### src/rtl/fish_gate_pkg.sv
// Shared types and widths for the fish gate passage counter.
package fish_gate_pkg;

    localparam int COUNT_W = 16;
    localparam int AGE_W   = 24;
    localparam int DEB_W   = 16;

    // Passage FSM states. The inbound path is A1 -> AB_IN -> B2 and the
    // outbound path mirrors it as B1 -> AB_OUT -> A2.
    typedef enum logic [2:0] {
        ST_IDLE   = 3'd0,
        ST_A1     = 3'd1,
        ST_AB_IN  = 3'd2,
        ST_B2     = 3'd3,
        ST_B1     = 3'd4,
        ST_AB_OUT = 3'd5,
        ST_A2     = 3'd6,
        ST_ABORT  = 3'd7
    } gate_state_t;

    // Counter increment that holds at all-ones instead of wrapping.
    function automatic logic [COUNT_W-1:0] sat_inc(input logic [COUNT_W-1:0] value);
        return (value == '1) ? value : value + 1'b1;
    endfunction

endpackage

### src/rtl/fish_debounce.sv
// One photobeam input: 2-flop synchronizer followed by a stability filter.
// The filtered output only follows the synchronized input once they have
// disagreed for DEBOUNCE_CYCLES consecutive cycles.
module fish_debounce
    import fish_gate_pkg::*;
#(
    parameter int DEBOUNCE_CYCLES = 1000
) (
    input  logic clk,
    input  logic reset_n,
    input  logic raw,
    output logic filtered
);

    localparam logic [DEB_W-1:0] STABLE_LAST = DEB_W'(DEBOUNCE_CYCLES - 1);

    logic             sync_1;
    logic             sync_2;
    logic [DEB_W-1:0] stable_count;

    // Bring the asynchronous beam into the clock domain.
    always_ff @(posedge clk or negedge reset_n) begin
        if (!reset_n) begin
            sync_1 <= 1'b0;
            sync_2 <= 1'b0;
        end else begin
            sync_1 <= raw;
            sync_2 <= sync_1;
        end
    end

    // Count consecutive disagreeing cycles; any agreeing cycle restarts the count.
    always_ff @(posedge clk or negedge reset_n) begin
        if (!reset_n) begin
            filtered     <= 1'b0;
            stable_count <= '0;
        end else if (sync_2 == filtered) begin
            stable_count <= '0;
        end else if (stable_count == STABLE_LAST) begin
            filtered     <= sync_2;
            stable_count <= '0;
        end else begin
            stable_count <= stable_count + 1'b1;
        end
    end

endmodule

### src/rtl/fish_gate_counter.sv
// Two-beam fish gate: debounces both sensors, tracks each passage with an
// FSM, and keeps saturating inbound/outbound counts for the PIO.
module fish_gate_counter
    import fish_gate_pkg::*;
#(
    parameter int DEBOUNCE_CYCLES = 1000,
    parameter int TIMEOUT_CYCLES  = 5000000
) (
    input  logic        clk,
    input  logic        reset_n,
    input  logic        sensor_a,
    input  logic        sensor_b,
    input  logic        clear,
    output logic [31:0] count_out,
    output logic        pass_in_pulse,
    output logic        pass_out_pulse,
    output logic        abort_pulse
);

    localparam logic [AGE_W-1:0] AGE_LAST = AGE_W'(TIMEOUT_CYCLES - 1);

    logic               a_filt;
    logic               b_filt;
    logic [1:0]         pair;
    gate_state_t        state;
    gate_state_t        next_state;
    logic [AGE_W-1:0]   age;
    logic               timed_out;
    logic               in_done;
    logic               out_done;
    logic               abort_entry;
    logic [COUNT_W-1:0] in_count;
    logic [COUNT_W-1:0] out_count;

    fish_debounce #(.DEBOUNCE_CYCLES(DEBOUNCE_CYCLES)) u_deb_a (
        .clk      (clk),
        .reset_n  (reset_n),
        .raw      (sensor_a),
        .filtered (a_filt)
    );

    fish_debounce #(.DEBOUNCE_CYCLES(DEBOUNCE_CYCLES)) u_deb_b (
        .clk      (clk),
        .reset_n  (reset_n),
        .raw      (sensor_b),
        .filtered (b_filt)
    );

    assign pair      = {a_filt, b_filt};
    assign timed_out = (state != ST_IDLE) && (state != ST_ABORT) && (age == AGE_LAST);
    assign count_out = {out_count, in_count};

    // Next-state decode on the filtered pair; a stuck passage is forced to ABORT.
    always_comb begin
        next_state  = state;
        in_done     = 1'b0;
        out_done    = 1'b0;
        abort_entry = 1'b0;
        case (state)
            ST_IDLE:   case (pair)
                           2'b10:   next_state = ST_A1;
                           2'b01:   next_state = ST_B1;
                           2'b11:   next_state = ST_ABORT;
                           default: next_state = ST_IDLE;
                       endcase
            ST_A1:     case (pair)
                           2'b10:   next_state = ST_A1;
                           2'b11:   next_state = ST_AB_IN;
                           2'b00:   next_state = ST_IDLE;
                           default: next_state = ST_ABORT;
                       endcase
            ST_AB_IN:  case (pair)
                           2'b11:   next_state = ST_AB_IN;
                           2'b01:   next_state = ST_B2;
                           2'b10:   next_state = ST_A1;
                           default: next_state = ST_ABORT;
                       endcase
            ST_B2:     case (pair)
                           2'b01:   next_state = ST_B2;
                           2'b00:   next_state = ST_IDLE;
                           2'b11:   next_state = ST_AB_IN;
                           default: next_state = ST_ABORT;
                       endcase
            ST_B1:     case (pair)
                           2'b01:   next_state = ST_B1;
                           2'b11:   next_state = ST_AB_OUT;
                           2'b00:   next_state = ST_IDLE;
                           default: next_state = ST_ABORT;
                       endcase
            ST_AB_OUT: case (pair)
                           2'b11:   next_state = ST_AB_OUT;
                           2'b10:   next_state = ST_A2;
                           2'b01:   next_state = ST_B1;
                           default: next_state = ST_ABORT;
                       endcase
            ST_A2:     case (pair)
                           2'b10:   next_state = ST_A2;
                           2'b00:   next_state = ST_IDLE;
                           2'b11:   next_state = ST_AB_OUT;
                           default: next_state = ST_ABORT;
                       endcase
            default:   next_state = (pair == 2'b00) ? ST_IDLE : ST_ABORT;
        endcase
        if (timed_out) begin
            next_state = ST_ABORT;
        end
        in_done     = (state == ST_B2) && (next_state == ST_IDLE);
        out_done    = (state == ST_A2) && (next_state == ST_IDLE);
        abort_entry = (state != ST_ABORT) && (next_state == ST_ABORT);
    end

    // State register, state-age counter and registered event strobes.
    always_ff @(posedge clk or negedge reset_n) begin
        if (!reset_n) begin
            state          <= ST_IDLE;
            age            <= '0;
            pass_in_pulse  <= 1'b0;
            pass_out_pulse <= 1'b0;
            abort_pulse    <= 1'b0;
        end else begin
            state          <= next_state;
            if (next_state != state) begin
                age <= '0;
            end else if (age != '1) begin
                age <= age + 1'b1;
            end
            pass_in_pulse  <= in_done;
            pass_out_pulse <= out_done;
            abort_pulse    <= abort_entry;
        end
    end

    // Saturating passage counts; clear wins over a same-cycle increment.
    always_ff @(posedge clk or negedge reset_n) begin
        if (!reset_n) begin
            in_count  <= '0;
            out_count <= '0;
        end else if (clear) begin
            in_count  <= '0;
            out_count <= '0;
        end else begin
            if (pass_in_pulse) begin
                in_count <= sat_inc(in_count);
            end
            if (pass_out_pulse) begin
                out_count <= sat_inc(out_count);
            end
        end
    end

endmodule

### config.mk
export PLATFORM = sky130hd
export DESIGN_NAME = fish_gate_counter
export DESIGN_NICKNAME = d
export VERILOG_FILES = /design/src/rtl/fish_gate_pkg.sv /design/src/rtl/fish_debounce.sv /design/src/rtl/fish_gate_counter.sv
export SDC_FILE = /design/constraint.sdc
export NUM_CORES = 1
export LEC_CHECK = 0
export ABC_AREA = 1
export BUFFER_PORTS_ARGS = -buffer_cell sky130_fd_sc_hd__buf_2
export CELL_PAD_IN_SITES_DETAIL_PLACEMENT = 1
export CELL_PAD_IN_SITES_GLOBAL_PLACEMENT = 1
export CORE_MARGIN = 3
export CORE_UTILIZATION = 45
export CTS_CLUSTER_DIAMETER = 120
export CTS_CLUSTER_SIZE = 8
export DETAILED_ROUTE_END_ITERATION = 16
export PLACE_DENSITY_LB_ADDON = 0.1
export SYNTH_ARGS = -nofsm -noshare
export SYNTH_HDL_FRONTEND = slang
export SYNTH_HIERARCHICAL = 1
export SYNTH_SLANG_ARGS = --single-unit
### constraint.sdc
create_clock -name clk -period 2.3 [get_ports clk]
set_input_delay 0.46 -clock clk [delete_from_list [all_inputs] [get_ports clk]]
set_output_delay 0.46 -clock clk [all_outputs]
set_load 0.05 [all_outputs]
# After elaboration in Yosys (flattened, before gate mapping)
# Index checks and enable logic that the tools add are counted.
[word_totals]
register_bits = 100
out_inout_bits = 35
wordCells = 82
[op_classes]
n_addsub = 5
eq_ne = 22
muxes = 22
bitwise_logic = 2
reduce_logical = 16
[ops]
columns = ["op", "n"]
rows = [
  ["16-bit 2-to-1 mux", 10],
  ["16-bit by 1-bit adder with 16-bit output, second input constant", 4],
  ["3-bit case mux with 3 select lines", 6],
  ["24-bit 2-to-1 mux", 2],
  ["16-bit by 10-bit == test with 1-bit output, second input constant", 2],
  ["16-bit == test, second input constant", 2],
  ["24-bit by 1-bit adder with 24-bit output, second input constant", 1],
  ["24-bit by 23-bit == test with 1-bit output, second input constant", 1],
  ["24-bit != test, second input constant", 1],
  ["3-bit case mux with 7 select lines", 1],
  ["3-bit == test, second input constant", 4],
  ["2-bit AND reduction", 4],
  ["3-bit by 2-bit == test with 1-bit output, second input constant", 2],
  ["3-bit zero test", 2],
  ["3-bit 2-to-1 mux", 2],
  ["2-bit case mux with 3 select lines", 1],
  ["2-bit nonzero test", 3],
  ["1-bit logical AND", 5],
  ["2-bit == test, second input constant", 2],
  ["2-bit != test, second input constant", 2],
  ["3-bit by 1-bit == test with 1-bit output, second input constant", 1],
  ["3-bit != test", 1],
  ["3-bit != test, second input constant", 1],
  ["3-bit nonzero test", 1],
  ["4 further kinds", 6],
]

# Longest topological paths before layout
# Gate-level depths: netlist of run 1.
[logic_depth]
depth_word = 6
mapped_depth = 14

# Cells and area by module
# The synthesis of run 1 kept the hierarchy.
[by_module_without_submodules]
columns = ["mod", "n_inst", "cells_each", "area_each_um2", "seq_area_each_um2"]
rows = [
  ["fish_gate_counter", 1, 531, 3987.6, 1551.5],
  ["fish_debounce", 2, 126, 978.4, 475.5],
]

# Least setup slack after synthesis of run 1
# OpenSTA, ideal clock, no wires.
[synth_path]
path_kind = "reg2reg"
startpoint = "reg in_count[0]"
endpoint = "reg in_count[6]"
arrival_ns = 1.962
path_slack_ns = 0.216
path_stages_with_launch = 12
n_path_buf = 1
period_less_slack_ns = 2.084
cell_sequence = "dfrtp_1 -> ha_1 -> nand2_1 -> nor2_2 -> nand2_1 -> nor2_2 -> nand3_1 -> nand2_2 -> buf_4 -> nor3_1 -> o21ai_1 -> nor2_1"
[synth_between]
elab_chain_cells = 4
elab_cells_between_ends = 7
classes_between = "add/sub: 1; eq/ne: 2; mux: 3; reduce/logical: 1"
[synth_lines]
columns = ["element", "line", "text"]
rows = [
  ["start, declared", "fish_gate_counter.sv:32", "logic [COUNT_W-1:0] in_count;"],
  ["start signal, assigned", "fish_gate_counter.sv:143", "in_count <= sat_inc(in_count);"],
  ["16-bit by 1-bit adder with 16-bit output", "fish_gate_pkg.sv:23", "return (value == '1) ? value : value + 1'b1;"],
  ["16-bit 2-to-1 mux", "fish_gate_pkg.sv:23", ""],
  ["16-bit 2-to-1 mux", "fish_gate_counter.sv:142", "if (pass_in_pulse) begin"],
  ["16-bit 2-to-1 mux", "fish_gate_counter.sv:138", "end else if (clear) begin"],
]
# Parallel ways exist; a longest one is shown, timed or not. The select of a mux whose other input is x is not followed.
# A chain may end at the register's enable or synchronous reset.

# Worst setup path in the final report of run 1
[layout_path]
startpoint = "reg out_count[0]"
endpoint = "reg out_count[7]"
[layout_between]
elab_chain_cells = 4
elab_cells_between_ends = 7
classes_between = "add/sub: 1; eq/ne: 2; mux: 3; reduce/logical: 1"
[layout_lines]
columns = ["element", "line", "text"]
rows = [
  ["start, declared", "fish_gate_counter.sv:33", "logic [COUNT_W-1:0] out_count;"],
  ["start signal, assigned", "fish_gate_counter.sv:146", "out_count <= sat_inc(out_count);"],
  ["16-bit by 1-bit adder with 16-bit output", "fish_gate_pkg.sv:23", ""],
  ["16-bit 2-to-1 mux", "fish_gate_pkg.sv:23", ""],
  ["16-bit 2-to-1 mux", "fish_gate_counter.sv:145", "if (pass_out_pulse) begin"],
  ["16-bit 2-to-1 mux", "fish_gate_counter.sv:138", ""],
]
# Parallel ways exist; a longest one is shown, timed or not. The select of a mux whose other input is x is not followed.

==> flow_summary.yaml, run 1 <==
global_route:
  grt_pass1_wl_um: 27500
  grt_max_degree: 65
  first_global_vias: 5759
  antenna_found_initial: 0
  met2_usage_pct: 41.1
  grt_usage_pct: 23.1
  grtUsageMet3_pct: 2.80
  met1_usage_pct: 28.9
  top_usage_layer: "met2"
  grt_overflow_total: 0
routing:
  firstDrtPassIters: 4
  drc_errors: 0
  drt-wirelength-per-cell_um: 15.9
  drt_iter0_markers: 240
  vias_per_cell: 5.38
  drt_wl_total_um: 16100
  vias: 5444
  antenna_left: 0
layout:
  mostFrequentLayoutCells: "nand2_1, nor2_1, dfrtp_1"
  multi_input_comb_area_mm2: 0.00303
  layout_commonest_cell: "nand2_1"
  num_antenna_cells: 0
  syn_to_final_growth_pct: 12.6
  nets: 851
  seq_area_mm2: 0.00250
  layout-drive-gt1-share_pct: 15.4
  num-fill-cells: 1635
clock_tree:
  numCtsBuffers: 9
  clock_sinks: 100
  clockBufferDepth: 2
  clk_latency_ns: 0.35
  tritoncts: "done"
  clk_pin_slew_ns: 0.07
  hold_buffers: 0
  root_buffer: "clkbuf_16"
  cts_max_level: 3
synth:
  ys_warn_count: 6
  syn-cell-area_mm2: 0.00594
  ys_seq_area_share_pct: 42.1
  ys_seq_elements: 100
  yosysUniqueCellTypes: 36
  syn_inst: 783
  synthesis.nets: 800
  avgSynthCellArea_um2: 7.59
timing:
  relSlewSlack_pct: 57.8
  fin_tns_setup_ns: 0
  min_period_ns: 2.13
  max_freq_ghz: 0.469
  finalHoldViolations: 0
  worst_slew_pin_slew_ns: 0.631
  final_max_slew_viol_count: 0
  clock_skew_ns: 0.00765
  post-route-period-util_pct: 92.7
  rsz0062_at_grt: "no"
  setup_viol: 0
min_path:
  min_path_type: "primary input to async pin"
power_and_ir_drop:
  p_per_area_mw_per_mm2: 505
  leakagePower_nw: 3.05
  power_w: 0.00338
  ir_drop_uv: 344
place:
  io_buffers: 39
  place_hpwl_um: 12000
  gp_congestion: 0.864
die:
  fp.dieArea_mm2: 0.0146
  core_mm2: 0.0128
  fp.dieW_um: 121
  io_pins: 40
  num_rows: 41
  start_util_pct: 46.5
  die_h_um: 121
setup_path:
  required_ns: 2.54
  start_kind: "flip-flop"
  cp-end-kind: "flip-flop"
  critPathMaxFanout: 6
  path_class: "flip-flop to flip-flop"
  worstRegToRegCells: 10
  worst_ep_arrival_time_ns: 2.37
status:
  status: "complete, no violations"
run:
  maxCapViolations: 0
==> stage by stage <==
stage | hold slack, ns | std cells | instance area, um^2 | worst slack, ns | util [%]
final | 0.0734 | 1011 | 6690 | 0.169 | 52.4
after global placement | 0.341 | 994 | 6380 | 0.222 | 50.0
after CTS | 0.0791 | 1010 | 6670 | 0.124 | 52.2
after detailed placement | 0.343 | 994 | 6380 | 0.149 | 50.0
after global routing | 0.0910 | 1011 | 6690 | 0.0189 | 52.4
after floorplan | 0.164 | 783 | 5940 | 0.216 | -
==> registers in the layout, summed over array words and instances (netlist names) <==
name and cells:
u_deb_b/sync_1 1, out_count 16, u_deb_a/filtered 1, pass_out_pulse 1, pass_in_pulse 1, u_deb_a/sync_1 1, age 24, u_deb_b/stable_count 16
u_deb_b/sync_2 1, u_deb_a/sync_2 1, state 3, u_deb_b/filtered 1, abort_pulse 1, u_deb_a/stable_count 16, in_count 16
==> worst paths after layout <==
check	endpoint	startpoint	slack, ns
max reg2reg	out_count[7]	out_count[0]	0.17
max in group asynchronous	u_deb_a/filtered	reset_n	1.86
min in group clk	u_deb_b/sync_1	sensor_b	0.21
max	out_count[7]	out_count[0]	0.17
min	in_count[8]	reset_n	0.07
min reg2reg	u_deb_b/sync_2	u_deb_b/sync_1	0.36
==> cell type report <==
type / instances / area share [%]
Clock inverter: 5 / 0.785
Multi-Input combinational cell: 581 / 45.3
Clock buffer: 11 / 3.48
Timing Repair Buffer: 51 / 4.67
Tap cell: 172 / 3.22
Sequential cell: 100 / 37.4
Inverter: 91 / 5.10
==> cell usage after synthesis (all sizes together) <==
master  number  area, um^2
a21oi       19        95.1
a31o         1        8.76
a31oi        1        6.26
and2         1        6.26
and3         1        6.26
buf          9        77.6
clkbuf       3        11.3
dfrtp      100        2500
ha          12         150
inv         91         342
nand2      180         718
nand3       71         420
nand3b       3        22.5
nand4       29         188
nor2       150         623
nor3        18        95.1
nor4         5        31.3
o21a         1        7.51
o21ai       31         159
o21bai       3        22.5
o22ai        2        12.5
o31ai       13        97.6
xnor2        8        70.1
xor2        31         272
==> worst max-delay path, stage by stage, from the launching register on <==
cell	delay [ns]
dfrtp_2	0.43
ha_2	0.25
nand3_1	0.18
nor3_1	0.18
and2_1	0.21
nand2_1	0.09
nand2_2	0.14
buf_4	0.18
nor3_1	0.06
o21ai_0	0.23
nor2_1	0.07
==> per-layer routing <==
metal  part of all wire [%]  wire length [um]
met1                     45              7210
met2                     51              8160
met3                    2.7               429
met4                    1.7               281
met5                      0                 0
==> kinds of logic after synthesis <==
logic type      Yosys count  share of synthesized area (%)
compound gates           71                           6.88
xor+xnor                 39                           5.75
fa+ha+maj                12                           2.53
buf+inv                 103                           7.24
flops                   100                           42.1
simple gates            458                           35.5
==> report_power, final <==
part | internal [W] | total, W | switching, W
Sequential | 0.00177 | 0.00178 | 0.0000116
Clock | 0.000839 | 0.00149 | 0.000656
Combinational | 0.0000247 | 0.000103 | 0.0000782
Total | 0.00263 | 0.00338 | 0.000746
==> repair_timing <==
action                     4_1_cts  5_1_grt
resized for setup                0        6
setup endpoints to repair        0       35
buffers inserted                 0        0
(Power assumes the default switching activity.)
==> run 2, diff against run 1 <==
--- a/config.mk
+++ b/config.mk
@@ -14,7 +14,9 @@
 export CTS_CLUSTER_DIAMETER = 120
 export CTS_CLUSTER_SIZE = 8
 export DETAILED_ROUTE_END_ITERATION = 16
+export GPL_TIMING_DRIVEN = 0
 export PLACE_DENSITY_LB_ADDON = 0.1
+export SLEW_MARGIN = 25
 export SYNTH_ARGS = -nofsm -noshare
 export SYNTH_HDL_FRONTEND = slang
 export SYNTH_HIERARCHICAL = 1
==> flow_summary.yaml, run 2 (synthesis results as in run 1) <==
status:
  status: "complete, no violations"
place:
  gp_congestion: 0.870
  placed_cells: 995
  io_buffers: 39
  place_hpwl_um: 11800
timing:
  min_period_ns: 2.13
  post-route-period-util_pct: 92.4
  max_freq_ghz: 0.471
  clock_skew_ns: 0.0107
  relSlewSlack_pct: 66.5
  setup_viol: 0
  rsz0062_at_grt: "no"
  finalHoldViolations: 0
  worst_slew_pin_slew_ns: 0.502
  final_max_slew_viol_count: 0
routing:
  top_layer: "met4"
  firstDrtPassIters: 4
  antenna_left: 0
  vias_per_cell: 5.33
  drc_errors: 0
  drt-wirelength-per-cell_um: 15.7
  wl_met1_um: 7350
  wl_met2_um: 7820
  met3WireLength_um: 532
  drt_iter0_markers: 380
  drt_wl_total_um: 15900
  vias: 5406
setup_path:
  crit_buf_inv: 3
  critPathMaxFanout: 10
  reg2reg_from: "u_deb_a/filtered"
  path_class: "flip-flop to flip-flop"
  reg2reg_to: "age[0]"
  cpPeakStageDelay_ns: 0.49
  path_cells: "inv_2 -> ha_1 -> inv_1 -> nand2_1 -> nand2_1 -> a21oi_1 -> nor2_1 -> nand3_2 -> nand2_1 -> nand2_2 -> nand3_4 -> buf_6 -> nor2_1"
  critPathTopFamily: "simple AND/OR/NAND/NOR gates"
  worstRegToRegCells: 13
  crit_top_cell: "nand2_1"
  required_ns: 2.54
  critPathSlowestCell: "dfrtp_2"
  worst_ep_arrival_time_ns: 2.37
  cp-end-kind: "flip-flop"
  reg2reg_setup_slack_ns: 0.17
  start_kind: "flip-flop"
power_and_ir_drop:
  p_switching_w: 0.000766
  leakagePower_nw: 3.04
  pwr-share-seq_pct: 52.7
  power_frac_comb_pct: 2.9
  swShare_pct: 22.7
  p_clk_share_pct: 44.4
  p_per_area_mw_per_mm2: 502
  internal_power_w: 0.00261
  ir_drop_uv: 446
die:
  die_h_um: 121
  core_mm2: 0.0128
  fp.dieArea_mm2: 0.0146
  fp.dieW_um: 121
  io_pins: 40
  start_util_pct: 46.5
  num_rows: 41
min_path:
  hold_end: "u_deb_a/sync_1"
  hold_path_depth: 1
  min_from: "sensor_a"
  min_path_type: "primary input to flip-flop"
global_route:
  antenna_found_initial: 0
  grt_pass1_wl_um: 27400
  grt_max_degree: 71
  grt_overflow_total: 0
  grt_usage_pct: 23.1
  first_global_vias: 5611
clock_tree:
  tritoncts: "done"
  clock_sinks: 100
  clockBufferDepth: 2
  numCtsBuffers: 9
  root_buffer: "clkbuf_16"
  clk_latency_ns: 0.36
  cts_max_level: 3
  clk_pin_slew_ns: 0.07
layout:
  final_core_util_pct: 52.7
  nets: 854
  largest-register: "age"
  layout-drive-gt1-share_pct: 15.9
  mostFrequentLayoutCells: "nand2_1, nor2_1, dfrtp_1"
  layout_commonest_cell: "nand2_1"
  num_antenna_cells: 0
  largest_register_ffs: 24
  fin_cells: 1014
  syn_to_final_growth_pct: 13.2
run:
  maxCapViolations: 0
run 2: cell count changes in the layout (fill, tap and decap cells not counted), moves of 2 or more:
cell | before | now
buf_2 | 38 | 40
clkinv_2 | 3 | 1
inv_2 | 13 | 15
buf_6 | 0 | 5
clkbuf_1 | 2 | 4
buf_4 | 11 | 5
clkbuf_8 | 0 | 3
buf_12 | 2 | 0
inv_1 | 78 | 76
run 2: power by group through the flow:
stage | clock network, W | registers (W) | logic (W)
6_report | 0.00150 | 0.00178 | 0.0000991
5_1_grt | 0.00161 | 0.00178 | 0.000117
4_1_cts | 0.00154 | 0.00178 | 0.000103
3_5_place_dp | 0 | 0.00181 | 0.000101
3_3_place_gp | 0 | 0.00181 | 0.0000893
2_1_floorplan | 0 | 0.00181 | 0.0000364
run 2: how the worst max path moves through the flow:
stage	from	cells after the start	endpoint
final	u_deb_a/filtered	13	age[0]
after global routing	u_deb_b/filtered	12	age[0]
after CTS	out_count[0]	10	out_count[11]
after detailed placement	u_deb_a/filtered	13	age[5]
after global placement	reset_n	1	state[2]
after floorplan	in_count[0]	11	in_count[6]
run 2: layer usage:
metal  track usage, %  up-vias
li1                 -     2639
met1             31.0     2683
met2             38.1       69
met3             4.85       15
met4             6.16        0
met5                0        -
run 2: timing repair:
| action | in CTS | in global routing |
|---|---|---|
| endpoints found under the setup margin | 16 | 35 |
| pin swaps | 0 | 1 |
| hold buffers | 1 | 0 |
| setup buffers | 0 | 2 |
| gates resized for setup | 1 | 10 |
| hold endpoints to repair | 30 | 0 |
run 2: cell type report:
| type | count | area [um^2] |
|---|---|---|
| buffer | 12 | 88.8 |
| clock buffer | 13 | 270 |
| clock inverter | 3 | 20.0 |
| fill | 1646 | 6040 |
| inverter | 91 | 342 |
| multi-input combinational | 580 | 3030 |
| sequential | 100 | 2510 |
| tap | 172 | 215 |
| timing repair buffer | 43 | 254 |
run 2: metrics by stage:
| stage | TNS (ns) | hold slack [ns] | cell area (um^2) | power, W | setup WS [ns] |
|---|---|---|---|---|---|
| after CTS | 0 | 0.202 | 6690 | 0.00342 | 0.0162 |
| after global routing | 0 | 0.201 | 6730 | 0.00351 | 0.00333 |
| after global placement | -32.47 | 0.342 | 6350 | 0.00190 | -0.330 |
| after floorplan | 0 | 0.164 | 5940 | 0.00185 | 0.216 |
| after detailed placement | -0.0218 | 0.348 | 6390 | 0.00192 | -0.00768 |
| final | 0 | 0.213 | 6730 | 0.00338 | 0.175 |
